File: src/rtl/ps2_keycode_rx.sv
// PS/2 set-2 keyboard receiver: decodes make/break codes into a held-key USB-HID keycode.
// Define PS2_MULTIKEY_EN to build a two-deep held-key stack so releasing the newest key restores the older one.
module ps2_keycode_rx #(
    parameter int unsigned FILTER_LEN  = 8,
    parameter int unsigned TIMEOUT_CYC = 50000
) (
    input  logic       Clk,
    input  logic       Reset_n,
    input  logic       PS2_CLK,
    input  logic       PS2_DAT,
    output logic [7:0] keycode,
    output logic       key_valid,
    output logic       frame_err
);

    localparam int unsigned FW = $clog2(FILTER_LEN + 1);
    localparam int unsigned TW = $clog2(TIMEOUT_CYC + 1);

    typedef enum logic [1:0] {IDLE, DATA, PARITY, STOP} state_t;

    logic [1:0]    clk_sync_q, clk_sync_d, dat_sync_q, dat_sync_d;
    logic          filt_q, filt_d;
    logic [FW-1:0] fcnt_q, fcnt_d;
    logic          sample_ev, clk_s, dat_s;

    state_t        state_q, state_d;
    logic [2:0]    bit_idx_q, bit_idx_d;
    logic [7:0]    shift_q, shift_d;
    logic          par_q, par_d;
    logic [TW-1:0] tcnt_q, tcnt_d;
    logic          byte_done_q, byte_done_d;
    logic [7:0]    byte_q;
    logic          frame_err_q, frame_err_d;

    logic          ext_q, ext_d, brk_q, brk_d;
    logic [7:0]    keycode_q, keycode_d, hid_code;
    logic          key_valid_q, key_valid_d;
`ifdef PS2_MULTIKEY_EN
    logic [7:0]    older_q, older_d;
`endif

    function automatic logic [7:0] hid_map(input logic [7:0] sc);
        case (sc)
            8'h23:   hid_map = 8'h07;
            8'h2B:   hid_map = 8'h09;
            8'h29:   hid_map = 8'h2C;
            8'h3B:   hid_map = 8'h0D;
            8'h42:   hid_map = 8'h0E;
            8'h5A:   hid_map = 8'h28;
            8'h76:   hid_map = 8'h29;
            default: hid_map = 8'h00;
        endcase
    endfunction

    // Synchronizers and clock glitch filter; a sample event is the filtered 1->0 transition.
    always_comb begin
        clk_sync_d = {clk_sync_q[0], PS2_CLK};
        dat_sync_d = {dat_sync_q[0], PS2_DAT};
        clk_s      = clk_sync_q[1];
        dat_s      = dat_sync_q[1];
        filt_d     = filt_q;
        fcnt_d     = '0;
        if (clk_s != filt_q) begin
            if (fcnt_q == FW'(FILTER_LEN - 1))
                filt_d = clk_s;
            else
                fcnt_d = fcnt_q + 1'b1;
        end
        sample_ev = filt_q & ~filt_d;
    end

    always_comb begin
        state_d     = state_q;
        bit_idx_d   = bit_idx_q;
        shift_d     = shift_q;
        par_d       = par_q;
        tcnt_d      = tcnt_q;
        byte_done_d = 1'b0;
        frame_err_d = 1'b0;
        if (sample_ev) begin
            tcnt_d = '0;
            case (state_q)
                IDLE: begin
                    if (!dat_s) begin
                        state_d   = DATA;
                        bit_idx_d = '0;
                    end
                end
                DATA: begin
                    shift_d   = {dat_s, shift_q[7:1]};
                    bit_idx_d = bit_idx_q + 3'd1;
                    if (bit_idx_q == 3'd7)
                        state_d = PARITY;
                end
                PARITY: begin
                    par_d   = dat_s;
                    state_d = STOP;
                end
                default: begin
                    state_d = IDLE;
                    if (dat_s && (^{shift_q, par_q}))
                        byte_done_d = 1'b1;
                    else
                        frame_err_d = 1'b1;
                end
            endcase
        end else if (state_q != IDLE) begin
            if (tcnt_q == TW'(TIMEOUT_CYC - 1)) begin
                state_d     = IDLE;
                tcnt_d      = '0;
                frame_err_d = 1'b1;
            end else begin
                tcnt_d = tcnt_q + 1'b1;
            end
        end else begin
            tcnt_d = '0;
        end
    end

    always_comb begin
        ext_d     = ext_q;
        brk_d     = brk_q;
        keycode_d = keycode_q;
`ifdef PS2_MULTIKEY_EN
        older_d   = older_q;
`endif
        hid_code  = hid_map(byte_q);
        if (byte_done_q) begin
            if (byte_q == 8'hE0) begin
                ext_d = 1'b1;
            end else if (byte_q == 8'hF0) begin
                brk_d = 1'b1;
            end else begin
                ext_d = 1'b0;
                brk_d = 1'b0;
                if (!ext_q && hid_code != '0) begin
                    if (!brk_q) begin
`ifdef PS2_MULTIKEY_EN
                        // A key already on the stack is a repeat and does not push.
                        if (hid_code != keycode_q && hid_code != older_q) begin
                            older_d   = keycode_q;
                            keycode_d = hid_code;
                        end
`else
                        keycode_d = hid_code;
`endif
                    end else if (hid_code == keycode_q) begin
`ifdef PS2_MULTIKEY_EN
                        keycode_d = older_q;
                        older_d   = '0;
`else
                        keycode_d = '0;
`endif
                    end
`ifdef PS2_MULTIKEY_EN
                    else if (hid_code == older_q) begin
                        older_d = '0;
                    end
`endif
                end
            end
        end
        key_valid_d = (keycode_d != keycode_q);
    end

    always_ff @(posedge Clk) begin
        if (!Reset_n) begin
            clk_sync_q  <= '1;
            dat_sync_q  <= '1;
            filt_q      <= 1'b1;
            fcnt_q      <= '0;
            state_q     <= IDLE;
            bit_idx_q   <= '0;
            shift_q     <= '0;
            par_q       <= 1'b0;
            tcnt_q      <= '0;
            byte_done_q <= 1'b0;
            byte_q      <= '0;
            frame_err_q <= 1'b0;
            ext_q       <= 1'b0;
            brk_q       <= 1'b0;
            keycode_q   <= '0;
            key_valid_q <= 1'b0;
`ifdef PS2_MULTIKEY_EN
            older_q     <= '0;
`endif
        end else begin
            clk_sync_q  <= clk_sync_d;
            dat_sync_q  <= dat_sync_d;
            filt_q      <= filt_d;
            fcnt_q      <= fcnt_d;
            state_q     <= state_d;
            bit_idx_q   <= bit_idx_d;
            shift_q     <= shift_d;
            par_q       <= par_d;
            tcnt_q      <= tcnt_d;
            byte_done_q <= byte_done_d;
            byte_q      <= shift_q;
            frame_err_q <= frame_err_d;
            ext_q       <= ext_d;
            brk_q       <= brk_d;
            keycode_q   <= keycode_d;
            key_valid_q <= key_valid_d;
`ifdef PS2_MULTIKEY_EN
            older_q     <= older_d;
`endif
        end
    end

    assign keycode   = keycode_q;
    assign key_valid = key_valid_q;
    assign frame_err = frame_err_q;

endmodule
File: config.mk
export PLATFORM = sky130hd
export DESIGN_NAME = ps2_keycode_rx
export DESIGN_NICKNAME = d
export VERILOG_FILES = /design/src/rtl/ps2_keycode_rx.sv
export SDC_FILE = /design/constraint.sdc
export NUM_CORES = 1
export LEC_CHECK = 0
export ABC_AREA = 1
export BUFFER_PORTS_ARGS = -buffer_cell sky130_fd_sc_hd__buf_4
export CORE_MARGIN = 2
export CORE_UTILIZATION = 55
export DETAILED_ROUTE_END_ITERATION = 7
export PLACE_DENSITY = 0.84
export SLEW_MARGIN = 25
export SYNTH_ARGS = -nofsm -noshare
export SYNTH_HDL_FRONTEND = slang
export SYNTH_SLANG_ARGS = --single-unit
File: constraint.sdc
create_clock -name Clk -period 4.02 [get_ports Clk]
set_input_delay 0.402 -clock Clk [delete_from_list [all_inputs] [get_ports Clk]]
set_output_delay 0.402 -clock Clk [all_outputs]
set_load 0.01 [all_outputs]
# ---- Word-level counts from Yosys, hierarchy flattened
# Index checks and enable logic that the tools add are counted.
dict set report classes {
  n_addsub 3
  eq_ne 21
  n_mux 26
  bitwise_logic 7
  n_reduce_logical 20
}
# op count
set op_table {}
lappend op_table {{2-to-1 mux 8 bit} 6}
lappend op_table {{case mux 6 bit (7 select lines)} 1}
lappend op_table {{equality test 8 x 6 -> 1 bit, second input constant} 4}
lappend op_table {{equality test 8 x 7 -> 1 bit, second input constant} 3}
lappend op_table {{adder 16 x 1 -> 16 bit, second input constant} 1}
lappend op_table {{equality test 16 bit, second input constant} 1}
lappend op_table {{equality test 8 bit, second input constant} 2}
lappend op_table {{2-to-1 mux 1 bit} 11}
lappend op_table {{2-to-1 mux 2 bit} 5}
lappend op_table {{parity 9 bit} 1}
lappend op_table {{equality test 8 bit} 1}
lappend op_table {{!= test 8 bit} 1}
lappend op_table {{AND reduction 2 bit} 4}
lappend op_table {{nonzero test 2 bit} 4}
lappend op_table {{nonzero test 8 bit} 1}
lappend op_table {{!= test 3 bit, second input constant} 2}
lappend op_table {{NOT 1 bit} 6}
lappend op_table {{case mux 2 bit (3 select lines)} 1}
lappend op_table {{case mux 3 bit (2 select lines)} 1}
lappend op_table {{OR reduction 3 bit} 2}
lappend op_table {{OR reduction 5 bit} 1}
lappend op_table {{adder 4 x 1 -> 4 bit, second input constant} 1}
lappend op_table {{equality test 4 x 3 -> 1 bit, second input constant} 1}
lappend op_table {{!= test 2 bit, second input constant} 2}
lappend op_table {{other kinds (13)} 14}
dict set report totals {
  reg_bits 60
  input_bits 4
  output_inout_bits 10
  elab_cells 93
}

# ---- Depth between registers and ports, before layout
dict set report logic_depth {
  word_depth 10
  ltp_mapped 15
  mapped_depth_nobuf 15
}

# ---- Worst setup path after synthesis
# OpenSTA, ideal clock, no wires.
dict set report synth_path {
  path_type {reg-to-reg}
  startpoint {register fcnt_q[0]}
  endpoint {register state_q[0]}
  setup_time_ns 0.070
  t_arrival_ns 1.647
  required_time_ns 3.950
  path_slack_ns 2.302
  stages_incl_launch_ff 14
  n_path_buf 0
  period_less_slack_ns 1.718
  cell_sequence {dfxtp_1 > ha_1 > nand2_1 > nor2_1 > inv_1 > nor2_1 > nand2_1 > nor2_4 > clkinv_1 > nor2_1 > inv_1 > nand2_1 > nand2_1 > a21oi_1}
}
dict set report synth_via {
  elab_chain_len 7
  elab_cells_between_ends 11
  cone_classes {eq/ne (3); mux (3); bitwise (2); reduce/logical (3)}
}
# element line_no
set synth_lines {}
lappend synth_lines {{start: declaration} 23} ;# logic [FW-1:0] fcnt_q, fcnt_d;
lappend synth_lines {{start signal: assignment} 191} ;# fcnt_q <= fcnt_d;
lappend synth_lines {{equality test 4 x 3 -> 1 bit *} 64} ;# if (fcnt_q == FW'(FILTER_LEN - 1))
lappend synth_lines {{2-to-1 mux 1 bit *} 64}
lappend synth_lines {{2-to-1 mux 1 bit *} 63} ;# if (clk_s != filt_q) begin
lappend synth_lines {{NOT 1 bit *} 69} ;# sample_ev = filt_q & ~filt_d;
lappend synth_lines {{AND 1 bit *} 69}
lappend synth_lines {{!= test 3 bit (no line) / nonzero test 2 bit (equally long branches)} -}
lappend synth_lines {{AND reduction 4 bit (no line)} -}
lappend synth_lines {{end signal: assignment} 192} ;# state_q <= state_d;
lappend synth_lines {{end: declaration} 26} ;# state_t state_q, state_d;
# Every way passes the cells marked *; elsewhere a longest branch is shown, timed or not.
# A chain may end at the register's enable or synchronous reset.

# ---- Worst setup path after layout
# Same ends and word-level chain as after synthesis.

==> results.ini <==
[synth]
syn-num-nets = 401
synth_seq_cells = 60
async_reset_ff_share_pct = 0
syn_inst = 389
synth_area_um2 = 2840
yosysSeqAreaShare_pct = 42.2
synth_edf_count = 0
synth.distinct_cells = 34
synth_area_per_cell_um2 = 7.31
yosysWarnings = 0
synthFlopType = dfxtp_1

[cts]
cts_resized = 0
cts.sinks = 60
post-cts-setup-buffer-count = 0
cts_buffers = 9
htree_levels = 3
cts_buffer_depth = 2
cts_tree = yes
clock_latency_ps = 340
hold_buffers = 0
clockRootBuffer = clkbuf_8
clk_pin_slew_ps = 60

[timing]
slew_headroom_pct = 59.1
finalHoldViolCount = 0
finalSetupViolCount = 0
fin_crit_sh_pct = 50.6
clock.fmax_ghz = 0.491
tightest_slew_ps = 612
maxSlewViolCount = 0
final.setup.tns_ps = 0
rsz0062_at_grt = no
period_needed_ps = 2030
fin_skew_ps = 7.40

[pwr]
p_int_w = 0.000963
pwr-share-comb_pct = 1.0
cellPowerDensity_nw_per_um2 = 372
seqPwrFrac_pct = 49.8
pwr-share-clk_pct = 49.2
ir_drop_mv = 0.326
p_sw_share_pct = 19.7
p_switching_w = 0.000237
total_leakage_power_nw = 1.44

[finish]
multiInputGateArea_um2 = 1430
stdcell_count = 483
antenna-diode-count = 0
nNetsFinal = 420
layout_common_cells = nand2_1 (74), nor2_1 (62), dfxtp_1 (60)
fillCellCount = 440
drive_gt1_share_pct = 12.6
final_common_cell = nand2_1
syn_to_final_growth_pct = 13.5
regArea_um2 = 1200

[global_route]
grtUsageTotal_pct = 21.7
overflow = 0
grt_start_max_net_pins = 27
antenna_found_initial = 0
grt_pass1_wl_mm = 10.1
grt_pass1_vias = 2358

[setup_path]
cp_max_fo = 9
setup.worst_path.end_class = flop
r2r_setup_slack_ps = 1990
critPathLaunch = fcnt_q[0]
cp-endpoint = state_q[0]
arrival_ps = 2300
r2r_cells = 13
worst_ep_required_time_ps = 4280
rr_endpoint = state_q[0]
worstSetupPathType = flop to flop
start_kind = flop
r2r_start = fcnt_q[0]

[floorplanning]
num_rows = 26
start_util_pct = 56.4
dieArea_um2 = 5760
io_pins = 14
die_y_um = 75.9
fp.coreArea_um2 = 5040
die_w_um = 75.9

[routing]
routed_wl_mm = 5.76
drt-initial-drc-count = 84
drc_errors = 0
wl_per_cell_um = 11.9
ant_nets = 0
firstDrtPassIters = 6
via_count = 2476
viasPerCell = 5.13

[place]
dp_hpwl_mm = 4.15
gp_congestion = 0.923
io_buffers = 13
dp_cells = 467

[job]
drv_cap = 0

[hold_path]
hold_class = input port to flop

[outcome]
outcome = finished, final reports clean

## registers in the layout (all words and copies together), names as in the netlist
register / cells
byte_done_q: 1
par_q: 1
tcnt_q: 16
state_q: 2
bit_idx_q: 3
fcnt_q: 4
filt_q: 1
dat_sync_q: 2
shift_q: 8
key_valid: 1
ext_q: 1
keycode: 8
byte_q: 8
clk_sync_q: 2
brk_q: 1
frame_err: 1
## stage by stage
stage / util (%) / cell area, um2 / worst slack, ps / hold WS [ps] / power [W]
after global placement: 59.7 / 3010 / 2090 / 396 / 0.000622
after floorplan: - / 2840 / 2300 / 393 / 0.000619
after detailed placement: 59.7 / 3010 / 2000 / 400 / 0.000622
final: 64.0 / 3230 / 1990 / 246 / 0.00120
after global routing: 64.0 / 3230 / 1730 / 238 / 0.00124
after CTS: 64.0 / 3230 / 1990 / 236 / 0.00121
## critical path, cell delays in order (launching register included)
cell and delay [ps]:
dfxtp_1 350, ha_1 170, nand2_1 70, nor2_1 120, inv_1 70, nor2_1 110, nand2_1 130, nor2_4 190
clkinv_1 270, nor2_1 150, inv_1 70, nand2_1 80, nand2_1 60, a21oi_1 110
## power groups by stage
stage                     clock network (W)  registers (W)   logic [W]
after floorplan                           0       0.000611  0.00000797
after global placement                    0       0.000611   0.0000114
after detailed placement                  0       0.000611   0.0000115
after CTS                          0.000601       0.000598   0.0000116
after global routing               0.000630       0.000597   0.0000130
final                              0.000590       0.000598   0.0000117
## worst min path at each step
stage	from	endpoint	depth (start not counted)
6_report	PS2_DAT	dat_sync_q[0]	2
5_1_grt	PS2_DAT	dat_sync_q[0]	2
4_1_cts	PS2_DAT	dat_sync_q[0]	2
3_5_place_dp	clk_sync_q[0]	clk_sync_q[1]	1
3_3_place_gp	clk_sync_q[0]	clk_sync_q[1]	1
2_1_floorplan	clk_sync_q[0]	clk_sync_q[1]	1
## cells in the mapped netlist (2+ instances only)
| master | count | area, um2 |
|---|---|---|
| a21oi_1 | 18 | 90.1 |
| a31oi_1 | 2 | 12.5 |
| and2_1 | 2 | 12.5 |
| clkbuf_1 | 5 | 18.8 |
| dfxtp_1 | 60 | 1200 |
| ha_1 | 8 | 100 |
| inv_1 | 47 | 176 |
| inv_2 | 3 | 11.3 |
| nand2_1 | 74 | 278 |
| nand2_2 | 3 | 18.8 |
| nand3_1 | 33 | 165 |
| nand4_1 | 8 | 50.1 |
| nor2_1 | 62 | 233 |
| nor2_2 | 5 | 31.3 |
| nor2_4 | 3 | 33.8 |
| nor3_1 | 6 | 30.0 |
| nor3b_1 | 4 | 30.0 |
| nor4_1 | 3 | 18.8 |
| o21a_1 | 2 | 15.0 |
| o21ai_0 | 11 | 55.1 |
| or2_2 | 5 | 31.3 |
| xnor2_1 | 5 | 43.8 |
| xor2_1 | 9 | 78.8 |
## routing by layer
metal  vias up  wire length, um  global-route usage (%)
met2        46             2960                    37.9
met1      1131             2490                    24.1
met5         -                0                       0
li1       1287                -                       -
met4         0              124                    10.5
met3        12              184                    6.67
## final cells by class
type | count | share of cell area (%)
clock inverters | 5 | 2.33
multi-input cells | 272 | 44.2
flip-flops and latches | 60 | 37.2
well taps | 70 | 2.71
inverters | 52 | 6.13
clock buffers | 11 | 4.38
repair buffers | 13 | 3.02
## cell families after synthesis
group | share of synthesized area (%)
AND/OR/NAND/NOR | 35.1
adder cells (fa/ha/maj) | 3.52
buffers and inverters | 7.61
AO/OA/AOI/OAI | 7.22
XOR/XNOR | 4.31
flip-flops | 42.2
No activity file was read; power rests on OpenSTA's default activity.
